File: src/rtl/gc_controller_poller.sv
// rtl/gc_controller_poller.sv - GameCube controller poller producing the packed controller_in word
//
// Purpose:
//   Periodically sends the 0x400300 poll command on the single-wire open-drain
//   bus, receives the 64-bit status frame, validates it and publishes a packed
//   32-bit controller word with a one-cycle strobe. Timeouts and malformed
//   frames publish a neutral-stick word and clear `connected`.
//
// Ports:
//   clock          - master clock
//   reset          - asynchronous active-low reset
//   data_in        - raw bus level (asynchronous, synchronized internally)
//   data_oe        - 1 pulls the bus low through the top-level tristate
//   controller_out - packed word {0,Start,R,L,Z,B,A,X|Y, 8'h00, stickX, stickY}
//   valid          - one-cycle strobe on every controller_out update
//   connected      - 1 while the most recent transaction passed
module gc_controller_poller #(
  parameter int unsigned CLKS_PER_US    = 50,
  parameter int unsigned POLL_PERIOD_US = 1000,
  parameter int unsigned TIMEOUT_US     = 100
) (
  input  logic        clock,
  input  logic        reset,
  input  logic        data_in,
  output logic        data_oe,
  output logic [31:0] controller_out,
  output logic        valid,
  output logic        connected
);

  localparam int unsigned BIT_CYC  = 4 * CLKS_PER_US;
  localparam int unsigned TO_CYC   = TIMEOUT_US * CLKS_PER_US;
  localparam int unsigned POLL_CYC = POLL_PERIOD_US * CLKS_PER_US;
  localparam int unsigned CNT_MAX  = (BIT_CYC > TO_CYC) ? BIT_CYC : TO_CYC;
  localparam int unsigned CNT_W    = $clog2(CNT_MAX + 1);
  localparam int unsigned POLL_W   = $clog2(POLL_CYC + 1);

  localparam logic [CNT_W-1:0]  LOW_ONE   = CNT_W'(CLKS_PER_US);
  localparam logic [CNT_W-1:0]  LOW_ZERO  = CNT_W'(3 * CLKS_PER_US);
  localparam logic [CNT_W-1:0]  BIT_LAST  = CNT_W'(BIT_CYC - 1);
  localparam logic [CNT_W-1:0]  US_LAST   = CNT_W'(CLKS_PER_US - 1);
  localparam logic [CNT_W-1:0]  SAMPLE_AT = CNT_W'(2 * CLKS_PER_US);
  localparam logic [CNT_W-1:0]  TO_LAST   = CNT_W'(TO_CYC - 1);
  localparam logic [POLL_W-1:0] POLL_LAST = POLL_W'(POLL_CYC - 1);

  localparam logic [31:0] NEUTRAL = 32'h0000_8080;
  localparam logic [23:0] CMD     = 24'h40_0300;

  typedef enum logic [2:0] {
    S_IDLE,
    S_TX_BIT,
    S_TX_STOP,
    S_RX_WAIT,
    S_RX_SAMPLE,
    S_CHECK,
    S_UPDATE,
    S_FAIL
  } state_t;

  state_t              state_q, state_d;
  logic [CNT_W-1:0]    cnt_q, cnt_d;
  logic [6:0]          bit_cnt_q, bit_cnt_d;
  logic [23:0]         tx_sr_q, tx_sr_d;
  logic [63:0]         rx_q, rx_d;
  logic [POLL_W-1:0]   poll_cnt_q, poll_cnt_d;
  logic                poll_pend_q, poll_pend_d;
  logic [31:0]         out_q, out_d;
  logic                valid_q, valid_d;
  logic                conn_q, conn_d;
  logic [2:0]          sync_q, sync_d;

  logic        line;
  logic        fall;
  logic        poll_hit;
  logic        go_fail;
  logic        frame_ok;
  logic [31:0] rx_word;
  logic        unused_rx;

  // sync_q[1] is the two-flop synchronized level; sync_q[2] is its previous value.
  assign sync_d = {sync_q[1:0], data_in};
  assign line   = sync_q[1];
  assign fall   = sync_q[2] & ~sync_q[1];

  assign frame_ok = (rx_q[63:61] == 3'b000) && rx_q[55];
  assign rx_word  = {1'b0, rx_q[60], rx_q[53], rx_q[54], rx_q[52], rx_q[57], rx_q[56],
                     rx_q[58] | rx_q[59], 8'h00, rx_q[47:40], rx_q[39:32]};

  // Frame bits with no place in the packed word (D-pad, C-stick, analog triggers).
  assign unused_rx = ^{rx_q[51:48], rx_q[31:0]};

  assign controller_out = out_q;
  assign valid          = valid_q;
  assign connected      = conn_q;

  always_ff @(posedge clock or negedge reset) begin
    if (!reset) begin
      state_q     <= S_IDLE;
      cnt_q       <= '0;
      bit_cnt_q   <= '0;
      tx_sr_q     <= '0;
      rx_q        <= '0;
      poll_cnt_q  <= '0;
      poll_pend_q <= 1'b0;
      out_q       <= NEUTRAL;
      valid_q     <= 1'b0;
      conn_q      <= 1'b0;
      sync_q      <= 3'b111;
    end else begin
      state_q     <= state_d;
      cnt_q       <= cnt_d;
      bit_cnt_q   <= bit_cnt_d;
      tx_sr_q     <= tx_sr_d;
      rx_q        <= rx_d;
      poll_cnt_q  <= poll_cnt_d;
      poll_pend_q <= poll_pend_d;
      out_q       <= out_d;
      valid_q     <= valid_d;
      conn_q      <= conn_d;
      sync_q      <= sync_d;
    end
  end

  always_comb begin
    state_d   = state_q;
    cnt_d     = cnt_q;
    bit_cnt_d = bit_cnt_q;
    tx_sr_d   = tx_sr_q;
    rx_d      = rx_q;
    out_d     = out_q;
    valid_d   = 1'b0;
    conn_d    = conn_q;
    data_oe   = 1'b0;
    go_fail   = 1'b0;

    // Poll timer runs free; an expiry during a transaction is remembered
    // and serviced as soon as IDLE is reached.
    poll_hit    = (poll_cnt_q == POLL_LAST);
    poll_cnt_d  = poll_hit ? '0 : poll_cnt_q + 1'b1;
    poll_pend_d = poll_pend_q | poll_hit;

    case (state_q)
      S_IDLE: begin
        if (poll_pend_q || poll_hit) begin
          state_d     = S_TX_BIT;
          poll_cnt_d  = '0;
          poll_pend_d = 1'b0;
          cnt_d       = '0;
          bit_cnt_d   = '0;
          tx_sr_d     = CMD;
        end
      end

      S_TX_BIT: begin
        // Low phase first: 1 us for a one, 3 us for a zero, within a 4 us slot.
        data_oe = (cnt_q < (tx_sr_q[23] ? LOW_ONE : LOW_ZERO));
        if (cnt_q == BIT_LAST) begin
          cnt_d   = '0;
          tx_sr_d = {tx_sr_q[22:0], 1'b0};
          if (bit_cnt_q == 7'd23) begin
            bit_cnt_d = '0;
            state_d   = S_TX_STOP;
          end else begin
            bit_cnt_d = bit_cnt_q + 7'd1;
          end
        end else begin
          cnt_d = cnt_q + 1'b1;
        end
      end

      S_TX_STOP: begin
        data_oe = 1'b1;
        if (cnt_q == US_LAST) begin
          cnt_d     = '0;
          bit_cnt_d = '0;
          state_d   = S_RX_WAIT;
        end else begin
          cnt_d = cnt_q + 1'b1;
        end
      end

      S_RX_WAIT: begin
        if (fall) begin
          cnt_d = '0;
          if (bit_cnt_q == 7'd64) begin
            state_d = S_CHECK;
          end else begin
            // The edge cycle itself counts as the first cycle of the bit.
            state_d = S_RX_SAMPLE;
            cnt_d   = CNT_W'(1);
          end
        end else if (cnt_q == TO_LAST) begin
          go_fail = 1'b1;
        end else begin
          cnt_d = cnt_q + 1'b1;
        end
      end

      S_RX_SAMPLE: begin
        if (cnt_q == SAMPLE_AT) begin
          rx_d      = {rx_q[62:0], line};
          bit_cnt_d = bit_cnt_q + 7'd1;
          cnt_d     = '0;
          state_d   = S_RX_WAIT;
        end else begin
          cnt_d = cnt_q + 1'b1;
        end
      end

      S_CHECK: begin
        if (frame_ok) begin
          out_d   = rx_word;
          valid_d = 1'b1;
          conn_d  = 1'b1;
          state_d = S_UPDATE;
        end else begin
          go_fail = 1'b1;
        end
      end

      S_UPDATE: state_d = S_IDLE;

      S_FAIL: state_d = S_IDLE;

      default: state_d = S_IDLE;
    endcase

    // Outputs change on the FAIL entry edge, together with the strobe.
    if (go_fail) begin
      state_d = S_FAIL;
      cnt_d   = '0;
      out_d   = NEUTRAL;
      valid_d = 1'b1;
      conn_d  = 1'b0;
    end
  end

endmodule

File: config.mk
export PLATFORM = sky130hd
export DESIGN_NAME = gc_controller_poller
export DESIGN_NICKNAME = d
export VERILOG_FILES = /design/src/rtl/gc_controller_poller.sv
export SDC_FILE = /design/constraint.sdc
export NUM_CORES = 1
export LEC_CHECK = 0
export CAP_MARGIN = 20
export CORE_MARGIN = 10
export CORE_UTILIZATION = 50
export CTS_CLUSTER_SIZE = 24
export DETAILED_ROUTE_END_ITERATION = 12
export HOLD_SLACK_MARGIN = 0.02
export PLACE_DENSITY = 0.65
export REMOVE_ABC_BUFFERS = 1
export SETUP_SLACK_MARGIN = 0.15
export SLEW_MARGIN = 20
export SYNTH_ARGS = -nofsm -noshare
export SYNTH_HDL_FRONTEND = slang
export SYNTH_SLANG_ARGS = --single-unit
File: constraint.sdc
create_clock -name clock -period 3.5 [get_ports clock]
set_input_delay 0.35 -clock clock [delete_from_list [all_inputs] [get_ports clock]]
set_output_delay 0.35 -clock clock [all_outputs]
set_load 0.05 [all_outputs]
# Yosys cells after proc, flatten, opt, wreduce, memory -nomap -nowiden
# Cells that the tools add are included.
# word_totals
reg_bits,165
inputBits,3
elab_cells,109
# classes
mux,48
add_sub_neg,3
bitwise,4
magnitude_cmp,1
n_eq_ne,26
reduce_logical,16
# ops
operator,n
2-to-1 mux 32 bit,3
2-to-1 mux 13 bit,7
case mux 13 bit (5 select lines),1
2-to-1 mux 16 bit,3
2-to-1 mux 24 bit,2
case mux 24 bit (2 select lines),1
2-to-1 mux 7 bit,5
case mux 7 bit (4 select lines),1
2-to-1 mux 3 bit,8
"!= test 3 bit, second input constant",7
case mux 3 bit (7 select lines),1
"adder 16 x 1 -> 16 bit, second input constant",1
"equality test 16 bit, second input constant",1
"adder 13 x 1 -> 13 bit, second input constant",1
"equality test 13 bit, second input constant",1
"equality test 13 x 6 -> 1 bit, second input constant",1
"equality test 13 x 7 -> 1 bit, second input constant",1
"equality test 13 x 8 -> 1 bit, second input constant",1
< comparator 13 x 8 -> 1 bit,1
2-to-1 mux 1 bit,13
"equality test 3 bit, second input constant",4
2-to-1 mux 8 bit,1
"!= test 2 bit, second input constant",4
"adder 7 x 1 -> 7 bit, second input constant",1
20 further kinds,28

# Longest topological paths before layout
# logic_depth
ltp_word,6
mapped_depth,9
depth_no_buf,8

# Worst setup path before layout
# No wires, ideal clock.
# synth_path
path_type,register -> register
from,register cnt_q[9]
to,register bit_cnt_q[2]
synth_period_minus_slack_ns,2.592
arrival_time_ns,2.471
setup_ns,0.121
path_stages_with_launch,7
n_path_buf,0
setup_slack_ns,0.908
path_cell_list,dfrtp_1 or4_4 or4_4 o31a_1 nor4_4 o21ai_1 a22o_1
# synth_via
elab_chain_cells,3
elab_cells_between_ends,7
cone_classes,6 x eq/ne; 1 x reduce/logical
# synth_rtl
element,line,source
start: declaration,61,"logic [CNT_W-1:0] cnt_q, cnt_d;"
start signal: assignment,111,cnt_q <= cnt_d;
equality test 13 x 7 -> 1 bit (tied with other cells),200,if (cnt_q == SAMPLE_AT) begin
!= test 2 bit (no line),--,
AND reduction 5 bit (no line) (*),--,
end signal: assignment,112,bit_cnt_q <= bit_cnt_d;
end: declaration,62,"logic [6:0] bit_cnt_q, bit_cnt_d;"
# Mark *: on every way between the ends. The rest lies on a longest branch, timed or not.
# A chain may end at the register's enable or synchronous reset.

# Final worst setup path
# layout_path
from,register cnt_q[3]
to,register bit_cnt_q[2]
# Same word-level chain as after synthesis.

==> results.cfg <==
[run_status]
status = complete, no violations

[routing]
vias = 4101
wl_per_cell_um = 16.5
avgViaCountPerCell = 5.60
ant_nets = 0
wirelength_um = 12100
drt_first_iter_violations = 359
drc = 0
first_pass_iters = 4

[cts]
clk_pin_slew_worst_paths_ns = 0.06
htree_num_levels = 4
root_buffer = clkbuf_16
clk_path_buf_depth = 2
clk_latency_ns = 0.43
clock-sinks = 148
cts_buffers = 17
cts_tree = yes
cts_setup_buffers = 0

[synth]
synth_edf_count = 0
synth.distinct_cells = 56
synth_warnings = 0
ys.flop_type = dfrtp_1
ys_async_sr_fraction_pct = 100
synth-seq-area-share_pct = 57.7
ys_seq_elements = 148
synth_area_mm2 = 0.00642
syn_area_per_cell_um2 = 12.4
netlist_instances = 517

[worst_setup_path]
crit_buf_inv = 0
crit_family = compound AO/OA/AOI/OAI gates
cp_cell_sequence = or4b_1 > o41ai_1 > o21ai_2 > nor4_4 > o21ai_1 > a22o_1
required_ns = 3.82
cp_max_fo = 9
path_class = reg -> reg
crit_slowest_cell = o41ai_1
critPathLaunchType = flip-flop
cp.arrival_ns = 3.22
endpoint_kind = flip-flop
worst_path_largest_cell_delay_ns = 0.66

[grt]
met3_usage_pct = 4.44
met2_usage_pct = 21.9
use_met1_pct = 17.7
antenna_found_initial = 0
top_usage_layer = met2
grt_max_degree = 84
grt_overflow = 0
grt_pass1_wl_um = 20600
track_usage_pct = 14.1
grt_pass1_vias = 4245

[floorplan]
io_pins = 38
rows = 41
die_w_um = 133
die-area_mm2 = 0.0178
initial_core_util_pct = 50.9
core-area_mm2 = 0.0126
die_y_um = 133

[finish]
antenna_cells = 0
area_growth_pct = 16.9
layout.nets = 559
nFillCells = 1043
final_util_pct = 59.5
fin_cells = 732
drive_gt1_share_pct = 21.6

[placed_design]
dp_cells = 699
gp_congestion = 0.842
io_buffer_count = 28
dp_worst_setup_slack_ns = 0.657
dp_hpwl_um = 7650

[sta]
min_period_ns = 2.91
hold_viol_final = 0
setup_viol = 0
tightest_slew_ns = 0.814
fin_crit_sh_pct = 83.1
maxSlewHeadroom_pct = 45.2
clock_skew_ns = 0.0137
finalWorstSetupSlack_ns = 0.592
maxSlewViolCount = 0
rsz0062_at_grt = no
fmax_mhz = 344

[pwr]
p_total_mw = 3.67
switchingPower_mw = 0.781
combinationalPowerShare_pct = 1.6
seq_power_share_pct = 46.8
internal_power_mw = 2.89
power_density_mw_per_mm2 = 488
ir_worst_vdd_v = 0.000282
swShare_pct = 21.3
clockPowerShare_pct = 51.6
p_leak_nw = 3.53

[run]
cap_violations = 0

[hold_path]
hold_class = in -> reg
cell families (layout without fill, tap and decap cells):
logic type / count (synthesis) / in the layout / share of synthesized area [%]
AND/OR/NAND/NOR: 126 / 126 / 10.8
XOR/XNOR: 25 / 25 / 3.41
flip-flops: 148 / 148 / 57.7
other: 1 / 9 / 0.0584
adder cells (fa/ha/maj): 9 / 9 / 1.75
AO/OA/AOI/OAI: 97 / 97 / 11.6
multiplexers: 63 / 63 / 11.0
buffers and inverters: 48 / 83 / 3.56
cells in the final DEF (no fill, tap or decap), types with 3 or more instances in the layout:
master,Yosys,routed
conb_1,1,9
nor3_1,6,5
o2111ai_1,5,5
nand3_1,11,11
nor2_1,40,40
dfrtp_1,143,143
a21o_1,6,6
dfstp_2,5,5
o211ai_1,4,4
nand3b_1,3,3
o21ai_0,12,12
nor3b_1,3,3
clkdlybuf4s50_1,0,26
clkinvlp_4,0,3
a21oi_1,11,11
and3_1,10,10
bufinv_16,0,3
a31oi_1,9,9
ha_1,9,9
a32o_1,20,20
clkbuf_16,0,17
mux2_2,62,62
nor4bb_1,4,4
buf_4,10,6
clkinv_4,0,3
a22o_1,14,14
nand4_1,4,4
inv_6,0,3
inv_1,14,14
xor2_1,17,17
nand2_1,22,22
xnor2_1,8,8
nor2b_1,5,4
area by class of cell:
cell class / instances / area (um^2) / share of cell area (%)
timing repair buffer: 37 / 379 / 5.05
tap: 172 / 215 / 2.87
sequential: 148 / 3710 / 49.4
multi-input combinational: 329 / 2530 / 33.7
inverter: 14 / 52.6 / 0.700
clock inverter: 13 / 170 / 2.27
clock buffer: 19 / 453 / 6.03
state kept, by name, summed over array words and instances, names as in the netlist:
name / count
rx_q: 64
bit_cnt_q: 7
controller_out: 23
sync_q: 3
tx_sr_q: 16
poll_cnt_q: 16
poll_pend_q: 1
state_q: 3
connected: 1
cnt_q: 13
valid: 1
worst paths after layout:
path,cells past startpoint,slack [ns],from,end
min,1,0.33,data_in,sync_q[0]
max,6,0.59,cnt_q[3],bit_cnt_q[2]
min in group asynchronous,2,0.51,reset,bit_cnt_q[0]
max in group asynchronous,3,2.16,reset,controller_out[15]
max reg2reg,6,0.59,cnt_q[3],bit_cnt_q[2]
min reg2reg,0,0.36,sync_q[0],sync_q[1]
power by group through the flow:
stage,clock network [mW],logic [mW],registers (mW)
2_1_floorplan,0,0.0216,1.75
3_5_place_dp,0,0.0608,1.75
3_3_place_gp,0,0.0603,1.75
4_1_cts,1.93,0.0619,1.72
6_report,1.89,0.0590,1.72
5_1_grt,2.02,0.0669,1.71
cells in the mapped netlist (2+ instances only):
master	number	area share, %
a21o_1	6	0.70
a21oi_1	11	0.86
a22o_1	14	1.9
a31oi_1	9	0.88
a32o_1	20	3.1
and3_1	10	0.97
and4_1	2	0.27
buf_2	9	0.70
buf_4	10	1.2
clkbuf_1	15	0.88
dfrtp_1	143	56
dfstp_2	5	2.0
ha_1	9	1.8
inv_1	14	0.82
mux2_2	62	11
nand2_1	22	1.3
nand2b_1	2	0.19
nand3_1	11	0.86
nand3b_1	3	0.35
nand4_1	4	0.39
nand4b_1	2	0.27
nor2_1	40	2.3
nor2b_1	5	0.49
nor3_1	6	0.47
nor3b_1	3	0.35
nor4b_1	2	0.27
nor4bb_1	4	0.62
o2111ai_1	5	0.68
o211ai_1	4	0.47
o21ai_0	12	0.93
o2bb2ai_1	3	0.41
or2_2	2	0.19
or4_4	2	0.35
xnor2_1	8	1.1
xor2_1	17	2.3
per-stage QoR:
stage / cell area (um^2) / setup TNS [ns] / hold WS, ns
final: 7510 / 0 / 0.332
after global routing: 7510 / 0 / 0.336
after CTS: 7500 / 0 / 0.314
after detailed placement: 6870 / 0 / 0.349
after global placement: 6870 / 0 / 0.351
after floorplan: 6280 / -194.09 / 0.0544
layer usage:
| layer | vias up | wire (um) |
|---|---|---|
| li1 | 1920 | - |
| met1 | 2091 | 5770 |
| met2 | 73 | 5570 |
| met3 | 17 | 533 |
| met4 | 0 | 193 |
| met5 | - | 0 |
repair_timing:
item	CTS	global route
endpoints found under the hold margin	81	0
hold buffers	1	0
resized for setup	0	1
setup endpoints to repair	0	1
Power figures use the tool's default switching activity.
